File: src/rtl/sts_fault_latch_pkg.sv
// rtl/sts_fault_latch_pkg.sv - fault codes and state encodings for sts_fault_latch
package sts_fault_latch_pkg;

    localparam int NUM_FAULT_TYPES = 7;

    localparam logic [2:0] FC_NONE           = 3'd0;
    localparam logic [2:0] FC_OVER_THRESH    = 3'd1;
    localparam logic [2:0] FC_THRESH_UNDER   = 3'd2;
    localparam logic [2:0] FC_THRESH_OVER    = 3'd3;
    localparam logic [2:0] FC_DAC_BUF_UNDER  = 3'd4;
    localparam logic [2:0] FC_ADC_BUF_OVER   = 3'd5;
    localparam logic [2:0] FC_UNEXP_DAC      = 3'd6;
    localparam logic [2:0] FC_UNEXP_ADC      = 3'd7;

    typedef enum logic [1:0] {
        ST_IDLE    = 2'd0,
        ST_ARMED   = 2'd1,
        ST_FAULTED = 2'd2
    } state_t;

endpackage

File: src/rtl/sts_fault_prio_enc.sv
// rtl/sts_fault_prio_enc.sv - first-fault priority encoder: lowest code, then lowest channel
module sts_fault_prio_enc
    import sts_fault_latch_pkg::*;
#(
    parameter int NUM_CH = 8
) (
    input  logic [NUM_FAULT_TYPES*NUM_CH-1:0] i_vec,
    output logic                              o_valid,
    output logic [2:0]                        o_code,
    output logic [2:0]                        o_ch
);

    // Scan from the top down so the lowest set index is the last one written.
    always_comb begin
        o_valid = 1'b0;
        o_code  = FC_NONE;
        o_ch    = 3'd0;
        for (int i = NUM_FAULT_TYPES*NUM_CH-1; i >= 0; i--) begin
            if (i_vec[i]) begin
                o_valid = 1'b1;
                o_code  = 3'(i / NUM_CH + 1);
                o_ch    = 3'(i % NUM_CH);
            end
        end
    end

endmodule

File: src/rtl/sts_fault_latch.sv
// rtl/sts_fault_latch.sv - sticky status faults, first-fault record, halt and irq
// Timestamp counter and first_ts are built only when STS_FAULT_TS_EN is defined.
module sts_fault_latch
    import sts_fault_latch_pkg::*;
#(
    parameter int NUM_CH   = 8,
    parameter int TS_WIDTH = 32
) (
    input  logic                aclk,
    input  logic                aresetn,
    input  logic                enable,
    input  logic                clear,
    input  logic                spi_off_stable,
    input  logic [NUM_CH-1:0]   over_thresh_stable,
    input  logic [NUM_CH-1:0]   thresh_underflow_stable,
    input  logic [NUM_CH-1:0]   thresh_overflow_stable,
    input  logic [NUM_CH-1:0]   dac_buf_underflow_stable,
    input  logic [NUM_CH-1:0]   adc_buf_overflow_stable,
    input  logic [NUM_CH-1:0]   unexp_dac_trig_stable,
    input  logic [NUM_CH-1:0]   unexp_adc_trig_stable,
    output logic [NUM_CH-1:0]   sticky_over_thresh,
    output logic [NUM_CH-1:0]   sticky_thresh_underflow,
    output logic [NUM_CH-1:0]   sticky_thresh_overflow,
    output logic [NUM_CH-1:0]   sticky_dac_buf_underflow,
    output logic [NUM_CH-1:0]   sticky_adc_buf_overflow,
    output logic [NUM_CH-1:0]   sticky_unexp_dac_trig,
    output logic [NUM_CH-1:0]   sticky_unexp_adc_trig,
    output logic                first_valid,
    output logic [2:0]          first_code,
    output logic [2:0]          first_ch,
    output logic [TS_WIDTH-1:0] first_ts,
    output logic                fault,
    output logic                irq,
    output logic [1:0]          state
);

    localparam int VW = NUM_FAULT_TYPES * NUM_CH;

    logic [VW-1:0] w_vec;
    logic          w_hit;
    logic [2:0]    w_code;
    logic [2:0]    w_ch;

    state_t        r_state;
    logic [VW-1:0] r_sticky;
    logic          r_first_valid;
    logic [2:0]    r_first_code;
    logic [2:0]    r_first_ch;
    logic          r_fault;
    logic          r_irq;

    // Fault code order: over_thresh occupies the lowest byte, unexp_adc the highest.
    assign w_vec = {unexp_adc_trig_stable, unexp_dac_trig_stable, adc_buf_overflow_stable,
                    dac_buf_underflow_stable, thresh_overflow_stable,
                    thresh_underflow_stable, over_thresh_stable};

    sts_fault_prio_enc #(.NUM_CH(NUM_CH)) u_prio_enc (
        .i_vec   (w_vec),
        .o_valid (w_hit),
        .o_code  (w_code),
        .o_ch    (w_ch)
    );

    always_ff @(posedge aclk or negedge aresetn) begin
        if (!aresetn) begin
            r_state       <= ST_IDLE;
            r_sticky      <= '0;
            r_first_valid <= 1'b0;
            r_first_code  <= FC_NONE;
            r_first_ch    <= 3'd0;
            r_fault       <= 1'b0;
            r_irq         <= 1'b0;
        end else begin
            r_irq <= 1'b0;
            if (clear) begin
                r_state       <= ST_IDLE;
                r_sticky      <= '0;
                r_first_valid <= 1'b0;
                r_first_code  <= FC_NONE;
                r_first_ch    <= 3'd0;
                r_fault       <= 1'b0;
            end else begin
                case (r_state)
                    ST_IDLE: begin
                        if (enable && !spi_off_stable)
                            r_state <= ST_ARMED;
                    end
                    ST_ARMED: begin
                        r_sticky <= r_sticky | w_vec;
                        // A fault seen in the same cycle as a disarm still counts.
                        if (w_hit) begin
                            r_state       <= ST_FAULTED;
                            r_fault       <= 1'b1;
                            r_irq         <= 1'b1;
                            r_first_valid <= 1'b1;
                            r_first_code  <= w_code;
                            r_first_ch    <= w_ch;
                        end else if (!enable || spi_off_stable) begin
                            r_state <= ST_IDLE;
                        end
                    end
                    ST_FAULTED: begin
                        r_sticky <= r_sticky | w_vec;
                    end
                    default: r_state <= ST_IDLE;
                endcase
            end
        end
    end

`ifdef STS_FAULT_TS_EN
    logic [TS_WIDTH-1:0] r_ts_cnt;
    logic [TS_WIDTH-1:0] r_first_ts;

    always_ff @(posedge aclk or negedge aresetn) begin
        if (!aresetn) begin
            r_ts_cnt   <= '0;
            r_first_ts <= '0;
        end else if (clear) begin
            r_ts_cnt   <= '0;
            r_first_ts <= '0;
        end else if (r_state == ST_IDLE) begin
            r_ts_cnt <= '0;
        end else if (r_state == ST_ARMED) begin
            if (w_hit)
                r_first_ts <= r_ts_cnt;
            if (r_ts_cnt != '1)
                r_ts_cnt <= r_ts_cnt + 1'b1;
        end
    end

    assign first_ts = r_first_ts;
`else
    assign first_ts = '0;
`endif

    assign sticky_over_thresh       = r_sticky[0*NUM_CH +: NUM_CH];
    assign sticky_thresh_underflow  = r_sticky[1*NUM_CH +: NUM_CH];
    assign sticky_thresh_overflow   = r_sticky[2*NUM_CH +: NUM_CH];
    assign sticky_dac_buf_underflow = r_sticky[3*NUM_CH +: NUM_CH];
    assign sticky_adc_buf_overflow  = r_sticky[4*NUM_CH +: NUM_CH];
    assign sticky_unexp_dac_trig    = r_sticky[5*NUM_CH +: NUM_CH];
    assign sticky_unexp_adc_trig    = r_sticky[6*NUM_CH +: NUM_CH];
    assign first_valid              = r_first_valid;
    assign first_code               = r_first_code;
    assign first_ch                 = r_first_ch;
    assign fault                    = r_fault;
    assign irq                      = r_irq;
    assign state                    = r_state;

endmodule

File: config.mk
export PLATFORM = sky130hd
export DESIGN_NAME = sts_fault_latch
export DESIGN_NICKNAME = d
export VERILOG_FILES = /design/src/rtl/sts_fault_latch_pkg.sv /design/src/rtl/sts_fault_prio_enc.sv /design/src/rtl/sts_fault_latch.sv
export SDC_FILE = /design/constraint.sdc
export NUM_CORES = 1
export LEC_CHECK = 0
export ABC_CLOCK_PERIOD_IN_PS = 1600
export CAP_MARGIN = 40
export CELL_PAD_IN_SITES_DETAIL_PLACEMENT = 1
export CELL_PAD_IN_SITES_GLOBAL_PLACEMENT = 1
export CORE_MARGIN = 5
export CORE_UTILIZATION = 41
export DETAILED_ROUTE_END_ITERATION = 6
export DONT_BUFFER_PORTS = 1
export HOLD_SLACK_MARGIN = 0.12
export PLACE_DENSITY = 0.8
export SLEW_MARGIN = 20
export SYNTH_ARGS = -nofsm -noshare
export SYNTH_HDL_FRONTEND = slang
export SYNTH_SLANG_ARGS = --single-unit
File: constraint.sdc
create_clock -name aclk -period 1.6 [get_ports aclk]
set_clock_uncertainty 0.15 [all_clocks]
set_input_delay 0.08 -clock aclk [delete_from_list [all_inputs] [get_ports aclk]]
set_output_delay 0.08 -clock aclk [all_outputs]
set_load 0.01 [all_outputs]
Word-level counts from Yosys, hierarchy flattened
Index checks and enable logic that the tools add are counted.
{ "word_totals": {"word_cells": 209, "mem_bits_rw": 0, "rom_bits": 0, "mem_count": 0, "register_bits": 66, "input_bits": 61, "latchBits": 0, "out_inout_bits": 99} }
{ "op_classes": {"shift": 0, "muxes": 186, "add_sub_neg": 0, "div_mod_pow": 0, "n_reduce_logical": 11, "eq_ne": 5, "n_lt_le_gt_ge": 0, "bitwise_logic": 1, "n_mul": 0} }
{ "ops": {"columns": ["op", "n"], "rows": [
  ["$mux W3", 117],
  ["$mux W56", 2],
  ["$mux W1", 62],
  ["$or A56 B56 Y56", 1],
  ["$mux W2", 4],
  ["$pmux W2 S3", 1],
  ["$reduce_bool A2 Y1", 3],
  ["$ne A4 B3 Y1 const B", 1],
  ["$ne A3 B3 Y1 const B", 1],
  ["$reduce_and A3 Y1", 1],
  ["$eq A2 B1 Y1 const B", 1],
  ["$eq A2 B2 Y1 const B", 1],
  ["$logic_not A1 Y1", 2],
  ["$logic_not A2 Y1", 1],
  ["$ne A2 B2 Y1 const B", 1],
  ["$reduce_and A2 Y1", 1],
  ["$reduce_or A2 Y1", 1],
  ["$logic_and A1 B1 Y1", 1],
  ["$logic_or A1 B1 Y1", 1]
]} }

Logic depth before layout (Yosys ltp)
Gate-level depths: netlist (run 1).
{ "depth": {"depth_word": 59, "depth_mapped": 7, "depth_no_buf": 7} }

Modules after synthesis
From an unflattened synthesis (run 1), not the netlist that was laid out.
{ "hier_totals": {"hier_cells": 385, "hier_area_um2": 3410.8} }
{ "by_module_without_submodules": {"columns": ["mod", "area_each_um2", "n_inst", "cells_per_inst", "seq_area_each_um2"], "rows": [
  ["sts_fault_latch", 2688.8, 1, 262, 1651.6],
  ["sts_fault_prio_enc", 721.9, 1, 123, 0.0]
]} }

Worst setup path after synthesis (run 1)
No wires, ideal clock.
{ "synth_path": {"path_kind": "in2reg", "from": "input port unexp_dac_trig_stable[4]", "to": "register r_first_ch[0] (netlist: first_ch[0])", "required_ps": 1346, "path_stages": 6, "n_path_buf": 0, "arrival_time_ps": 1464, "setup_time_ps": 104, "slack_ps": -117, "path_cell_list": "nor2b_1 or4_1 a2111oi_1 o311a_1 o21ai_1 o41ai_2"} }
{ "synth_between": {"elab_chain_cells": 48, "elab_cells_between_ends": 95, "classes_between": "mux: 93; reduce/logical: 2"} }
{ "synth_rtl": {"columns": ["item", "line_no", "source"], "rows": [
  ["start, declared", "sts_fault_latch.sv:19", "input logic [NUM_CH-1:0] unexp_dac_trig_stable,"],
  ["$mux W3 (45 in a row)", "sts_fault_prio_enc.sv:19", "if (i_vec[i]) begin"],
  ["$mux W3", "sts_fault_latch.sv:91", "if (w_hit) begin"],
  ["$mux W3", "sts_fault_latch.sv:83", "case (r_state)"],
  ["$mux W3", "sts_fault_latch.sv:75", "if (clear) begin"],
  ["end signal, assigned", "sts_fault_latch.sv:97", "r_first_ch <= w_ch;"],
  ["end, declared", "sts_fault_latch.sv:48", "logic [2:0] r_first_ch;"]
]} }
Several ways; a longest one is shown, not always the timed one. The select of a mux whose other input is x is not followed.
A chain may end at the register's enable or synchronous reset.

Worst setup path after layout (run 1)
{ "layout_path": {"from": "register r_state[1] (netlist: state[1])", "to": "register r_first_ch[1] (netlist: first_ch[1])"} }
{ "layout_between": {"elab_chain_cells": 3} }
{ "layout_rtl": {"columns": ["item", "line_no", "source"], "rows": [
  ["start, declared", "sts_fault_latch.sv:44", "state_t r_state;"],
  ["start signal, assigned", "sts_fault_latch.sv:66", "r_state <= ST_IDLE;"],
  ["start signal, assigned", "sts_fault_latch.sv:76", "r_state <= ST_IDLE;"],
  ["start signal, assigned", "sts_fault_latch.sv:86", "r_state <= ST_ARMED;"],
  ["$eq A2 B1 Y1", "sts_fault_latch.sv:83", null],
  ["$reduce_bool A2 Y1 (no source line)", null, null],
  ["$reduce_and A2 Y1 (no source line)", null, null]
]} }
No other way between the ends.

==> results of run 1 <==
[layout by cell type, fill, tap and decap left out, types with 2 or more instances in the layout]
cell / synthesis / layout
o21ai_1: 3 / 3
o41ai_2: 1 / 2
a211oi_1: 4 / 4
o21ai_0: 6 / 6
clkbuf_8: 0 / 9
a21oi_1: 68 / 62
o2111ai_1: 2 / 2
nand2b_1: 2 / 2
and2b_1: 3 / 3
inv_2: 0 / 3
nor2_1: 78 / 78
nand2_1: 12 / 12
ha_2: 0 / 3
clkinv_2: 0 / 2
nor4_2: 1 / 9
inv_1: 13 / 10
nand4_1: 5 / 5
a21oi_2: 0 / 6
o31ai_1: 2 / 2
buf_4: 33 / 27
conb_1: 1 / 32
dfrtp_1: 66 / 66
nor4_1: 19 / 11
or4_1: 3 / 3
nor3_1: 12 / 12
nor3b_1: 2 / 2
nor2b_1: 4 / 4
[worst reg2reg max path, delay by kind of cell, from the launching register on]
kind,cells,cell delay (ps)
buf+inv,1,80
fa+ha+maj,1,200
compound gates,1,330
simple gates,1,310
flops,1,400
[synthesized netlist by cell type, types with 3 or more instances]
cell	n
nor2_1	78
a21oi_1	68
dfrtp_1	66
buf_4	33
nor4_1	19
inv_1	13
nand2_1	12
nor3_1	12
buf_1	8
o21ai_0	6
clkbuf_1	5
nand4_1	5
a211oi_1	4
nor2b_1	4
and2b_1	3
ha_1	3
o21ai_1	3
or4_1	3
[area by class of cell]
cell class,count,area (um2)
inverter,13,48.8
fill,970,4270
sequential,66,1650
clock inverter,5,56.3
multi-input combinational,289,1640
timing repair buffer,30,258
clock buffer,10,128
tap,105,131
[final timing paths]
kind,from,to,slack (ps),cells past startpoint
setup / recovery,state[1],first_ch[1],40,4
hold / removal,aresetn,r_sticky[49],-720,0
setup reg to reg,state[1],first_ch[1],40,4
hold reg to reg,r_sticky[5],r_sticky[5],420,2
max in group asynchronous,aresetn,fault,1910,0
min in group aclk,clear,r_sticky[22],-350,1
[timing repair]
action,in CTS,in global routing
endpoints found under the hold margin,132,132
pin swaps,0,3
setup buffers,1,4
cloned,0,1
resized for setup,4,13
setup endpoints to repair,4,39
[flip-flops by register name, summed over array words and instances, names as in the netlist]
name        cells
first_code      3
irq             1
first_ch        3
r_sticky       56
state           2
fault           1
[metrics by stage]
stage                     util [%]  cell area, um2  TNS, ps  total power [mW]
after global routing          47.8            3910    -2.44              6.31
final                         47.8            3910        0              5.91
after global placement        44.0            3590    -1020              4.22
after detailed placement      44.0            3590    -1680              4.31
after floorplan                  -            3580    -50.6              3.88
after CTS                     46.6            3810        0              5.72
[cell families after synthesis]
group | Yosys count | synth area share (%)
AOI/OAI and AO/OA | 102 | 17.9
adders and majority gates | 3 | 1.10
buffers and inverters | 59 | 10.1
DFF | 66 | 48.4
muxes | 2 | 0.587
other | 1 | 0.110
and+or+nand+nor | 150 | 21.7
[where the power goes]
group | leakage [nW] | total (mW) | internal [mW] | switching (mW)
clock | 0.0921 | 1.35 | 0.709 | 0.639
combinational | 0.743 | 1.80 | 0.801 | 1.00
sequential | 0.892 | 2.76 | 2.14 | 0.620
total | 1.73 | 5.91 | 3.65 | 2.26
[routing by layer]
metal	global-route usage (%)	wire length (um)	vias up
met1	23.9	4180	1465
li1	-	-	1336
met4	6.44	131	0
met3	7.44	1080	12
met5	0	0	-
met2	34.7	5410	130
==> impl_results.md, run 1 <==
* Sequential cell area fraction in the yosys report at 48.4%
* Nets at 473
* Yosys top cell area share at about half
* H-tree Lvls at 3
* Worst Setup End Kind: flip-flop
* CP Launch Type: flip-flop
* Final worst slack at around 44 ps
* Overall die width at roughly 100 um
* Cell Rows at 33
* Ports at between 150 and 200
* Post-Syn Area per Cell at between 8 and 9 um2
* Yosys cell types at 50
* Initial antenna violation count at 0
* Top_reg_cell synth: dfrtp_1
* CP Class: flip-flop to flip-flop
* TritonCTS buffer count at 9
* Vias in the first global route at 3,111
* Die footprint at between 10,000 and 15,000 um2
* Critical path data arrival time at 1650 ps
* DPL Wire Length at around 7900 um
* Fmax at between 600 and 700 MHz
* Critical path's slowest cell: dfrtp_1
* Min Hold Slack at -724 ps
* Die H at slightly above 100 um
* CTS root buffer: clkbuf_8
* Synth warn at 0
* Initial Util at roughly two fifths
* Min-Delay Path Class: primary input to asynchronous set/reset pin
* Pwr dens at ~1500 nW/um2
* Slew Viols, Final at 0
* GPL Wtd Cong at 0.868
* Initial DRC Count at 130
* Dpl cells at just under 500
* CP max FO at 5
* Max-cap violation count at 0
* Seq cells post-synth at 66
* CTS Sinks at 66
* Area leader, netlist: dfrtp_1
* Async SR Flop Fraction at 100%
* Hold Buf Count CTS at 1
* Top delay family on crit path: flip-flops
* Global-route wire length before repair at between 15,000 and 20,000 um
* CTS clk-pin slew, worst paths at roughly 80 ps
* Pre-CTS setup slack at -278 ps
* I/O Buffers at 0
* Vias at roughly 3k
* WL/cell at between 20 and 25 um
* Share of cells above drive strength 1 at a little under a fifth
* DR vias/cell at between 5 and 6
* WL final at approximately 11,000 um
* Min Tclk post-route at about 1600 ps
* Non-filler cells, final at between 500 and 600
* Synth top area cells: dfrtp_1, a21oi_1, nor2_1
* Mapped Cells at 383
* Routed Antenna Nets at 0
* Clock buffer depth at 2
* Final Setup Violations at 0
* Leak at around 1.7 nW
* Status: finished with violations
* Core area at 8180 um2
* Grt total ovfl at 0
* TritonCTS clock tree: yes
* Max IR drop VDD at slightly above 0.8 mV
* RSZ-0062 raised after global routing: yes
* Worst path bufs/invs at 1
* CP cell instances: inv_2 -> ha_2 -> or2b_4 -> o41ai_2
* Failing checks: negative hold slack
* First-pass DRT Iterations at 4
* # DRC at 0
* Slowest stage delay, CP at roughly 400 ps
* Largest net degree at the start of global routing at 70
* CP required at ~1700 ps
* Cell Area, Synth at approximately 3400 um2
* Layout overhead on the synthesized area at 14.6%
* Post-synth EDFFs at 0
* Hold Fails Final Rpt at about 130
* Worst skew pair latency at between 300 and 400 ps
* Antenna diode count at 0
* Total track usage at between 20% and 30%
* Tcrit/Tclk final at slightly below 100%
No activity file was read; power rests on OpenSTA's default activity.
==> run 2, diff against run 1 <==
Settings changed: CELL_PAD_IN_SITES_GLOBAL_PLACEMENT 1 to 2, CORE_UTILIZATION 41 to 32.
==> run 2 against run 1 <==
Against the previous run: the run still ends with negative hold slack left; combinational power down 5%; core utilization down 9.4 points; sequential power about the same; sequential share of layout area down 0.71 points; final area up 1.8%; wire length down 0.59%; register-to-register slack about the same; first-iteration DRC count down 8.5%; clock power up 23%; critical path depth up 2; global-route usage down 3.7 points; die area up 25%; largest power group unchanged.
==> impl_results.md, run 2 (synthesis results as in run 1) <==
* Layout overhead on the synthesized area at 16.6%
* Largest net degree at the start of global routing at 70 (unchanged)
* Initial antenna violation count at 0 (unchanged)
* Initial DRC Count at 119 (-8.5%)
* Slew Viols, Final at 0 (unchanged)
* Hold Fails Final Rpt at 132 (unchanged)
* Leak at 1.74 nW (+1.0%)
* CTS root buffer: clkbuf_8
* DPL Wire Length at 8220 um (+4.7%)
* Most frequent cells in the layout: nor2_1, a21oi_1, dfrtp_1
* Max IR drop VDD at 0.558 mV (-33%)
* Final core utilization at 38.4% (-9.4 points)
* TritonCTS buffer count at 9 (unchanged)
* Vias at 2,848 (-3.2%)
* DR vias/cell at 5.19 (-8.7%)
* Critical path data arrival time at 1650 ps (about the same)
* Die footprint at 12,800 um2 (+25%)
* Tcrit/Tclk final at 97.9% (+0.67 points)
* Global-route wire length before repair at 16,800 um (+1.8%)
* Final instance area at 3980 um2 (+1.8%)
* Worst Setup End Kind: flip-flop
* GPL Wtd Cong at 0.770 (-11%)
* Ports at 160 (unchanged)
* Largest register FFs at 56 (unchanged)
* CP required at 1690 ps (about the same)
* Core area at 10,400 um2 (+27%)
* Initial Util at 32.9% (-8.8 points)
* Total track usage at 16.7% (-3.7 points)
* CP Launch Type: flip-flop
* DP Area at 3640 um2 (+1.3%)
* Overall die width at 113 um (+12%)
* Min Hold Slack at -737 ps (-13.5 ps)
* Antenna diode count at 0 (unchanged)
* RSZ-0062 raised after global routing: yes
* Min Tclk post-route at 1570 ps (+10.8 ps)
* CTS Sinks at 66 (unchanged)
* WL final at 10,700 um (-0.59%)
* TritonCTS clock tree: yes
* CP max FO at 3 (-2)
* Status: finished with violations
* Worst skew pair latency at 350 ps (+20 ps)
* Max-cap violation count at 0 (unchanged)
* CP Class: flip-flop to flip-flop
* Vias in the first global route at 3,021 (-2.9%)
* Reg with most FFs: r_sticky
* Failing checks: negative hold slack
* Total negative setup slack at 0 ps (unchanged)
* Max transition margin at approximately 67%
* Min-Delay Path Class: primary input to asynchronous set/reset pin
* Final Setup Violations at 0 (unchanged)
* Grt total ovfl at 0 (unchanged)
* Fmax at 638 MHz (-0.69%)
* # DRC at 0 (unchanged)
* Pwr dens at 1540 nW/um2 (+1.8%)
* Routed Antenna Nets at 0 (unchanged)
* CTS clk-pin slew, worst paths at 80 ps (about the same)
* Cell Rows at 37 (+12%)
* H-tree Lvls at 3 (unchanged)
* First-pass DRT Iterations at 4 (unchanged)
* Commonest non-fill, non-tap cell in the layout: nor2_1
* Clock buffer depth at 2 (unchanged)
* Nets at 472 (-0.21%)
* WL/cell at 19.6 um (-6.2%)
* Slew at the pin closest to its max-slew limit at between 400 and 500 ps
* I/O Buffers at 0 (unchanged)
* Share of cells above drive strength 1 at 16.9% (-1.2 points)
* Hold Buf Count CTS at 1 (unchanged)
* Die H at 113 um (+12%)
-- run 2: cell count changes in the layout (fill, tap and decap cells not counted), sizes merged --
cell | previous run | this run
inv | 13 | 14
clkinv | 3 | 1
bufinv | 1 | 2
-- run 2: worst max-delay path: stages, from the launching register on --
cell	delay, ps
dfrtp_1	400
inv_2	90
ha_4	180
a21oi_4	170
a21boi_4	200
mux2i_1	200
nor2_1	70
-- run 2: final timing paths --
| kind | start | endpoint | slack (ps) | cells after the start |
|---|---|---|---|---|
| worst max-delay path | state[1] | state[0] | 30 | 6 |
| min in group aclk | clear | first_ch[2] | -370 | 1 |
| worst min register to register | r_sticky[35] | r_sticky[35] | 420 | 2 |
| worst min-delay path | aresetn | r_sticky[36] | -740 | 0 |
| max in group asynchronous | aresetn | r_sticky[17] | 1920 | 0 |
| worst max register to register | state[1] | state[0] | 30 | 6 |
-- run 2: stage by stage --
step	power (mW)	hold WS, ps	setup slack [ps]	cells
floorplan	3.88	-366	-50.6	414
global placement	4.28	-364	-271	528
detailed placement	4.36	-363	-351	528
CTS	6.09	-753	-25.5	546
global route	6.54	-772	-50.6	549
finish	6.13	-737	33.4	549
-- run 2: power by group --
part | internal [mW] | total, mW | switching [mW] | leakage [nW]
clock network | 0.970 | 1.66 | 0.689 | 0.116
registers | 2.14 | 2.76 | 0.614 | 0.890
logic | 0.770 | 1.71 | 0.945 | 0.738
-- run 2: final cells by class --
| cell class | count | area [um2] |
|---|---|---|
| clock buffer | 11 | 151 |
| tap | 136 | 170 |
| clock inverter | 5 | 85.1 |
| sequential | 66 | 1650 |
| inverter | 13 | 48.8 |
| multi-input combinational | 289 | 1640 |
| timing repair buffer | 29 | 233 |
| fill | 1226 | 6390 |
-- run 2: per-layer routing --
metal | GRT usage [%] | wire [um] | share of wire, %
met5 | 0 | 0 | 0
met3 | 7.01 | 991 | 9.2
met2 | 28.2 | 5400 | 50
met1 | 19.7 | 4240 | 39
met4 | 4.09 | 100 | 0.93
-- run 2: what timing repair did --
| item | CTS | global route |
|---|---|---|
| setup buffers | 1 | 3 |
| hold endpoints to repair | 132 | 132 |
| pin swaps | 0 | 5 |
| endpoints found under the setup margin | 6 | 46 |
| resized for setup | 5 | 10 |
